[src/rtl/restoring_divider_param_if.sv]
// Divider request/result bundle shared by the issuing logic and the divider.
// Latency: none (wires only).
// Backpressure: the issuer holds off while busy is high; start is only sampled in IDLE.
interface restoring_divider_param_if #(
  parameter int WIDTH = 8
);
  logic             start;
  logic             signed_mode;
  logic [WIDTH-1:0] dividend;
  logic [WIDTH-1:0] divisor;
  logic             busy;
  logic             done;
  logic [WIDTH-1:0] quotient;
  logic [WIDTH-1:0] remainder;
  logic             div_by_zero;
  logic             overflow;

  modport master (
    output start, signed_mode, dividend, divisor,
    input  busy, done, quotient, remainder, div_by_zero, overflow
  );

  modport slave (
    input  start, signed_mode, dividend, divisor,
    output busy, done, quotient, remainder, div_by_zero, overflow
  );
endinterface

[src/rtl/restoring_divider_param.sv]
// Multi-cycle restoring divider with signed/unsigned mode, divide-by-zero and overflow flags.
// Latency: WIDTH+3 clocks start->done (2 clocks on divide by zero); one op in flight.
// Backpressure: busy is high outside IDLE; start is ignored until the divider is back in IDLE.
module restoring_divider_param #(
  parameter int WIDTH = 8,
  parameter int CNT_W = $clog2(WIDTH + 1)
) (
  input logic                    clk,
  input logic                    rst,
  restoring_divider_param_if.slave bus
);

  typedef enum logic [2:0] {
    S_IDLE = 3'd0,
    S_LOAD = 3'd1,
    S_ITER = 3'd2,
    S_FIX  = 3'd3,
    S_DONE = 3'd4
  } state_t;

  typedef struct packed {
    logic [WIDTH-1:0] quo;
    logic [WIDTH-1:0] rem;
    logic             dbz;
    logic             ovf;
  } res_t;

  localparam logic [WIDTH-1:0] ONE     = WIDTH'(1);
  localparam logic [WIDTH-1:0] MOST_NEG = {1'b1, {(WIDTH-1){1'b0}}};

  state_t           state_q, state_d;
  logic [CNT_W-1:0] cnt_q;

  // Operands and mode captured on the accepting edge; the bus may change afterwards.
  logic [WIDTH-1:0] dvd_q;
  logic [WIDTH-1:0] dvs_q;
  logic             mode_q;

  // Partial remainder never reaches 2^WIDTH once restored, so only the shifted
  // working value needs the extra bit.
  logic [WIDTH-1:0] a_q;
  logic [WIDTH-1:0] q_q;
  logic [WIDTH-1:0] m_q;
  res_t             res_q;

  logic [WIDTH:0]   a_sh;
  logic [WIDTH:0]   t_diff;
  logic [WIDTH-1:0] q_sh;
  logic [WIDTH-1:0] a_next;
  logic [WIDTH-1:0] q_next;
  logic             neg_dvd;
  logic             neg_dvs;
  res_t             fix_res;

  function automatic logic [WIDTH-1:0] mag(input logic [WIDTH-1:0] x, input logic sm);
    return (sm && x[WIDTH-1]) ? (~x + ONE) : x;
  endfunction

  // State register.
  always_ff @(posedge clk or posedge rst) begin
    if (rst) state_q <= S_IDLE;
    else     state_q <= state_d;
  end

  // Next-state selection.
  always_comb begin
    state_d = state_q;
    case (state_q)
      S_IDLE: if (bus.start) state_d = S_LOAD;
      S_LOAD: state_d = (dvs_q == '0) ? S_DONE : S_ITER;
      S_ITER: if (cnt_q == CNT_W'(1)) state_d = S_FIX;
      S_FIX:  state_d = S_DONE;
      S_DONE: state_d = S_IDLE;
      default: state_d = S_IDLE;
    endcase
  end

  // Handshake outputs decoded from the current state.
  always_comb begin
    bus.busy = (state_q != S_IDLE);
    bus.done = (state_q == S_DONE);
  end

  // One restoring step: shift {A,Q} left, trial-subtract M, keep or restore.
  always_comb begin
    a_sh   = {a_q, q_q[WIDTH-1]};
    q_sh   = {q_q[WIDTH-2:0], 1'b0};
    t_diff = a_sh - {1'b0, m_q};
    if (t_diff[WIDTH]) begin
      a_next = a_sh[WIDTH-1:0];
      q_next = q_sh;
    end else begin
      a_next = t_diff[WIDTH-1:0];
      q_next = q_sh | ONE;
    end
  end

  // Sign fix-up of the magnitude result; remainder follows the dividend's sign.
  always_comb begin
    neg_dvd     = mode_q & dvd_q[WIDTH-1];
    neg_dvs     = mode_q & dvs_q[WIDTH-1];
    fix_res.quo = (neg_dvd ^ neg_dvs) ? (~q_q + ONE) : q_q;
    fix_res.rem = neg_dvd ? (~a_q + ONE) : a_q;
    fix_res.dbz = 1'b0;
    fix_res.ovf = mode_q && (dvd_q == MOST_NEG) && (dvs_q == '1);
  end

  // Operand capture, iteration datapath, counter and result registers.
  always_ff @(posedge clk or posedge rst) begin
    if (rst) begin
      dvd_q  <= '0;
      dvs_q  <= '0;
      mode_q <= 1'b0;
      a_q    <= '0;
      q_q    <= '0;
      m_q    <= '0;
      cnt_q  <= '0;
      res_q  <= '0;
    end else begin
      case (state_q)
        S_IDLE: begin
          if (bus.start) begin
            dvd_q  <= bus.dividend;
            dvs_q  <= bus.divisor;
            mode_q <= bus.signed_mode;
          end
        end
        S_LOAD: begin
          a_q   <= '0;
          q_q   <= mag(dvd_q, mode_q);
          m_q   <= mag(dvs_q, mode_q);
          cnt_q <= CNT_W'(WIDTH);
          res_q <= '0;
          // Divide by zero resolves here: all-ones quotient, raw dividend back.
          if (dvs_q == '0) begin
            res_q.quo <= '1;
            res_q.rem <= dvd_q;
            res_q.dbz <= 1'b1;
          end
        end
        S_ITER: begin
          a_q   <= a_next;
          q_q   <= q_next;
          cnt_q <= cnt_q - CNT_W'(1);
        end
        S_FIX: begin
          res_q <= fix_res;
        end
        default: ;
      endcase
    end
  end

  assign bus.quotient    = res_q.quo;
  assign bus.remainder   = res_q.rem;
  assign bus.div_by_zero = res_q.dbz;
  assign bus.overflow    = res_q.ovf;

endmodule
[src/flat_wrapper.sv]
// flat-port wrapper written by rule: the top's interface ports become plain ports
module restoring_divider_param_flat 
#(
  parameter int WIDTH = 8,
  parameter int CNT_W = $clog2(WIDTH + 1)
)
  (clk, rst, bus_start, bus_signed_mode, bus_dividend, bus_divisor, bus_busy, bus_done, bus_quotient, bus_remainder, bus_div_by_zero, bus_overflow);
  restoring_divider_param_if #(.WIDTH(WIDTH)) bus_i ();
  input logic clk;
  input logic rst;
  input wire logic [$bits(bus_i.start)-1:0] bus_start;
  input wire logic [$bits(bus_i.signed_mode)-1:0] bus_signed_mode;
  input wire logic [$bits(bus_i.dividend)-1:0] bus_dividend;
  input wire logic [$bits(bus_i.divisor)-1:0] bus_divisor;
  output wire logic [$bits(bus_i.busy)-1:0] bus_busy;
  output wire logic [$bits(bus_i.done)-1:0] bus_done;
  output wire logic [$bits(bus_i.quotient)-1:0] bus_quotient;
  output wire logic [$bits(bus_i.remainder)-1:0] bus_remainder;
  output wire logic [$bits(bus_i.div_by_zero)-1:0] bus_div_by_zero;
  output wire logic [$bits(bus_i.overflow)-1:0] bus_overflow;
  assign bus_i.start = bus_start;
  assign bus_i.signed_mode = bus_signed_mode;
  assign bus_i.dividend = bus_dividend;
  assign bus_i.divisor = bus_divisor;
  assign bus_busy = bus_i.busy;
  assign bus_done = bus_i.done;
  assign bus_quotient = bus_i.quotient;
  assign bus_remainder = bus_i.remainder;
  assign bus_div_by_zero = bus_i.div_by_zero;
  assign bus_overflow = bus_i.overflow;
  restoring_divider_param #(.WIDTH(WIDTH), .CNT_W(CNT_W)) u_core (.clk(clk), .rst(rst), .bus(bus_i));
endmodule
[config.mk]
export PLATFORM = sky130hd
export DESIGN_NAME = restoring_divider_param_flat
export DESIGN_NICKNAME = d
export VERILOG_FILES = /design/src/rtl/restoring_divider_param_if.sv /design/src/rtl/restoring_divider_param.sv /design/src/flat_wrapper.sv
export SDC_FILE = /design/constraint.sdc
export NUM_CORES = 1
export LEC_CHECK = 0
export CORE_UTILIZATION = 55
export DETAILED_ROUTE_END_ITERATION = 6
export GPL_TIMING_DRIVEN = 0
export PLACE_DENSITY = 0.83
export SLEW_MARGIN = 15
export SYNTH_ARGS = -nofsm -noshare
export SYNTH_HDL_FRONTEND = slang
export SYNTH_SLANG_ARGS = --single-unit
[constraint.sdc]
create_clock -name clk -period 2.3 [get_ports clk]
set_input_delay 0.23 -clock clk [delete_from_list [all_inputs] [get_ports clk]]
set_output_delay 0.23 -clock clk [all_outputs]
set_load 0.05 [all_outputs]
==> results.toml <==
[run_status]
outcome = "finished clean"

[cts]
cts_max_path_buffers = 2
cts_tree = "done"
hold_buffers = 0
cts-root-buf = "clkbuf_8"
clkSlewWorstSetupHoldPaths_ns = 0.08
numCtsBuffers = 9
htreeDepth = 3
clkLatencyLatePin_ns = 0.37
clock_sinks = 66

[detailed_routing]
drt_first_pass_iters = 6
drtIter0Drc = 312
vias = 3354
drt-total-wl_um = 9670
viasPerCell = 6.23
ant_nets = 0
wl_per_cell_um = 18.0
drcViolationCount = 0

[pwr]
p_per_area_nw_per_um2 = 1720
finalPower_uw = 7900
peakVddDrop_uv = 780
p_leak_uw = 0.00197

[finish]
final_cell_mix = "dfrtp_1 (66), nand2_1 (46), clkdlybuf4s50_1 (37), o21ai_0 (36), inv_1 (23)"
area_delta_synth_final_pct = 20.2
layout_commonest_cell = "dfrtp_1"
diodes = 0
drive_gt1_share_pct = 13.4
fin_cells = 538
regArea_sq_um = 1650
multiInputGateArea_sq_um = 2040
fillers = 517
fin_nets = 492
stdcell_area_sq_um = 4580

[synth]
synth-edff-count = 0
synthAdderAreaFrac_pct = 5.44
synthSimpleGateAreaFrac_pct = 15.0
synth_top_family_by_area = "compound AO/OA/AOI/OAI gates"
ys_ff_latch = 66
synth_xor_xnor_area_share_pct = 5.97
synth_fp_nets = 439
syn_area_sq_um = 3810
yosys_most_used_dff = "dfrtp_1"
syn_inst = 403
synth_compound_area_share_pct = 20.7
synth_warnings = 0
yosysSeqAreaShare_pct = 43.3
syn_avg_cell_area_sq_um = 9.47
synthMuxAreaShare_pct = 5.18
synthDistinctLibCells = 53
synthArstFlopShare_pct = 100

[grt]
grt_pass1_wl_um = 16100
grt_remaining_overflow = 0
grt_usage_pct = 28.8
antenna_found_initial = 0
grt_pass1_vias = 3335
grt_max_degree = 35

[run]
cap_violations = 0

[worst_setup_path]
rrSetupSlack_ns = 0.07
arrival_ns = 2.47
required_ns = 2.54
critPathLaunchType = "flip-flop"
endpoint_kind = "flip-flop"
cp_max_fo = 5
crit_type = "reg -> reg"

[place]
io_buffers = 39
routabilityCongestion = 0.919
place.detailed.hpwl_um = 7010
place_inst = 520
place_area_sq_um = 4320

[floorplan]
rows = 29
die_area_sq_um = 7270
die_w_um = 85.3
start_util_pct = 58.4
ios = 40
core_area_sq_um = 6530
die_height_um = 85.3

[timing]
period_minus_slack_ns = 2.23
finalHoldViolations = 0
hold_slack_ns = 0.217
tightest_slew_ns = 0.682
max_freq_mhz = 449
drv_slew = 0
slew-limit-headroom_pct = 54.4
finClkSkew_ns = 0.0125
post-route-period-util_pct = 96.8
setup_viol = 0

[worst_hold_path]
hold_class = "in -> async"
## worst max-delay path: stages (launching register included)
cell	delay, ns
dfrtp_1	0.38
inv_1	0.09
ha_1	0.22
fa_2	0.36
nand2b_4	0.16
a21oi_2	0.21
o21a_1	0.26
o21ai_0	0.16
a32o_1	0.28
## cell families (layout without fill, tap and decap cells)
family                   after synthesis  in the layout
AND/OR/NAND/NOR                      120            120
multiplexers                          18             18
AO/OA/AOI/OAI                        114            114
adder cells (fa/ha/maj)               16             16
XOR/XNOR                              26             26
flip-flops                            66             66
buffers and inverters                 43            101
## Yosys cell counts (all sizes together) (6+ instances only)
| master | instances | area share [%] |
|---|---|---|
| a21oi | 15 | 2.1 |
| a22oi | 16 | 3.1 |
| a31oi | 6 | 0.98 |
| buf | 9 | 1.1 |
| clkbuf | 10 | 0.98 |
| dfrtp | 66 | 43 |
| ha | 15 | 4.9 |
| inv | 24 | 2.4 |
| mux2 | 14 | 4.1 |
| nand2 | 46 | 4.5 |
| nand3 | 11 | 1.4 |
| nand4 | 6 | 0.98 |
| nor2 | 25 | 2.6 |
| nor3 | 8 | 1.0 |
| o21ai | 38 | 5.1 |
| o311ai | 7 | 2.0 |
| xnor2 | 13 | 3.0 |
| xor2 | 13 | 3.0 |
## power breakdown
group / switching (uW) / internal [uW]
Sequential: 612 / 1670
Combinational: 2810 / 1830
Clock: 450 / 526
Total: 3870 / 4020
## routing by layer
metal	vias up	share of wire, %	track usage [%]
met3	34	7.8	8.66
met2	161	48	46.8
li1	1553	-	-
met5	-	0	0
met4	0	3.1	12.0
met1	1606	41	36.2
## sequential cells by signal (all words and copies together) (netlist names)
signal / cells
u_core.state_q: 3
u_core.m_q: 8
u_core.bus.overflow: 1
u_core.a_q: 8
u_core.cnt_q: 4
u_core.bus.quotient: 8
u_core.bus.div_by_zero: 1
u_core.q_q: 8
u_core.dvd_q: 8
u_core.dvs_q: 8
u_core.mode_q: 1
u_core.bus.remainder: 8
## metrics by stage
step           setup WS (ns)  utilization [%]   TNS, ns
6_report              0.0739             70.2         0
5_1_grt             -0.00316             70.2  -0.00316
4_1_cts               0.0305             69.3         0
3_5_place_dp         -0.0118             66.2   -0.0213
3_3_place_gp          -0.637             65.9    -41.88
2_1_floorplan          0.191                -         0
## repair_timing
action,in CTS,in global routing
buffers inserted,0,2
pin swaps,0,3
gates resized for setup,5,10
endpoints found under the setup margin,6,8
## final timing paths
kind / startpoint / end / cells past startpoint
max: u_core.q_q[7] / u_core.a_q[0] / 8
min reg2reg: u_core.bus.remainder[2] / u_core.bus.remainder[2] / 2
max in group asynchronous: rst / u_core.a_q[3] / 3
min: rst / u_core.bus.quotient[3] / 2
min in group clk: bus_divisor[0] / u_core.dvs_q[0] / 3
max reg2reg: u_core.q_q[7] / u_core.a_q[0] / 8
## area by class of cell
type	instances	area share (%)
Inverter	24	2.02
Multi-Input combinational cell	294	44.6
Clock inverter	5	1.17
Sequential cell	66	36.0
Timing Repair Buffer	42	9.22
Clock buffer	11	3.08
Tap cell	77	2.10
Buffer	19	1.77
(Power assumes the default switching activity.)
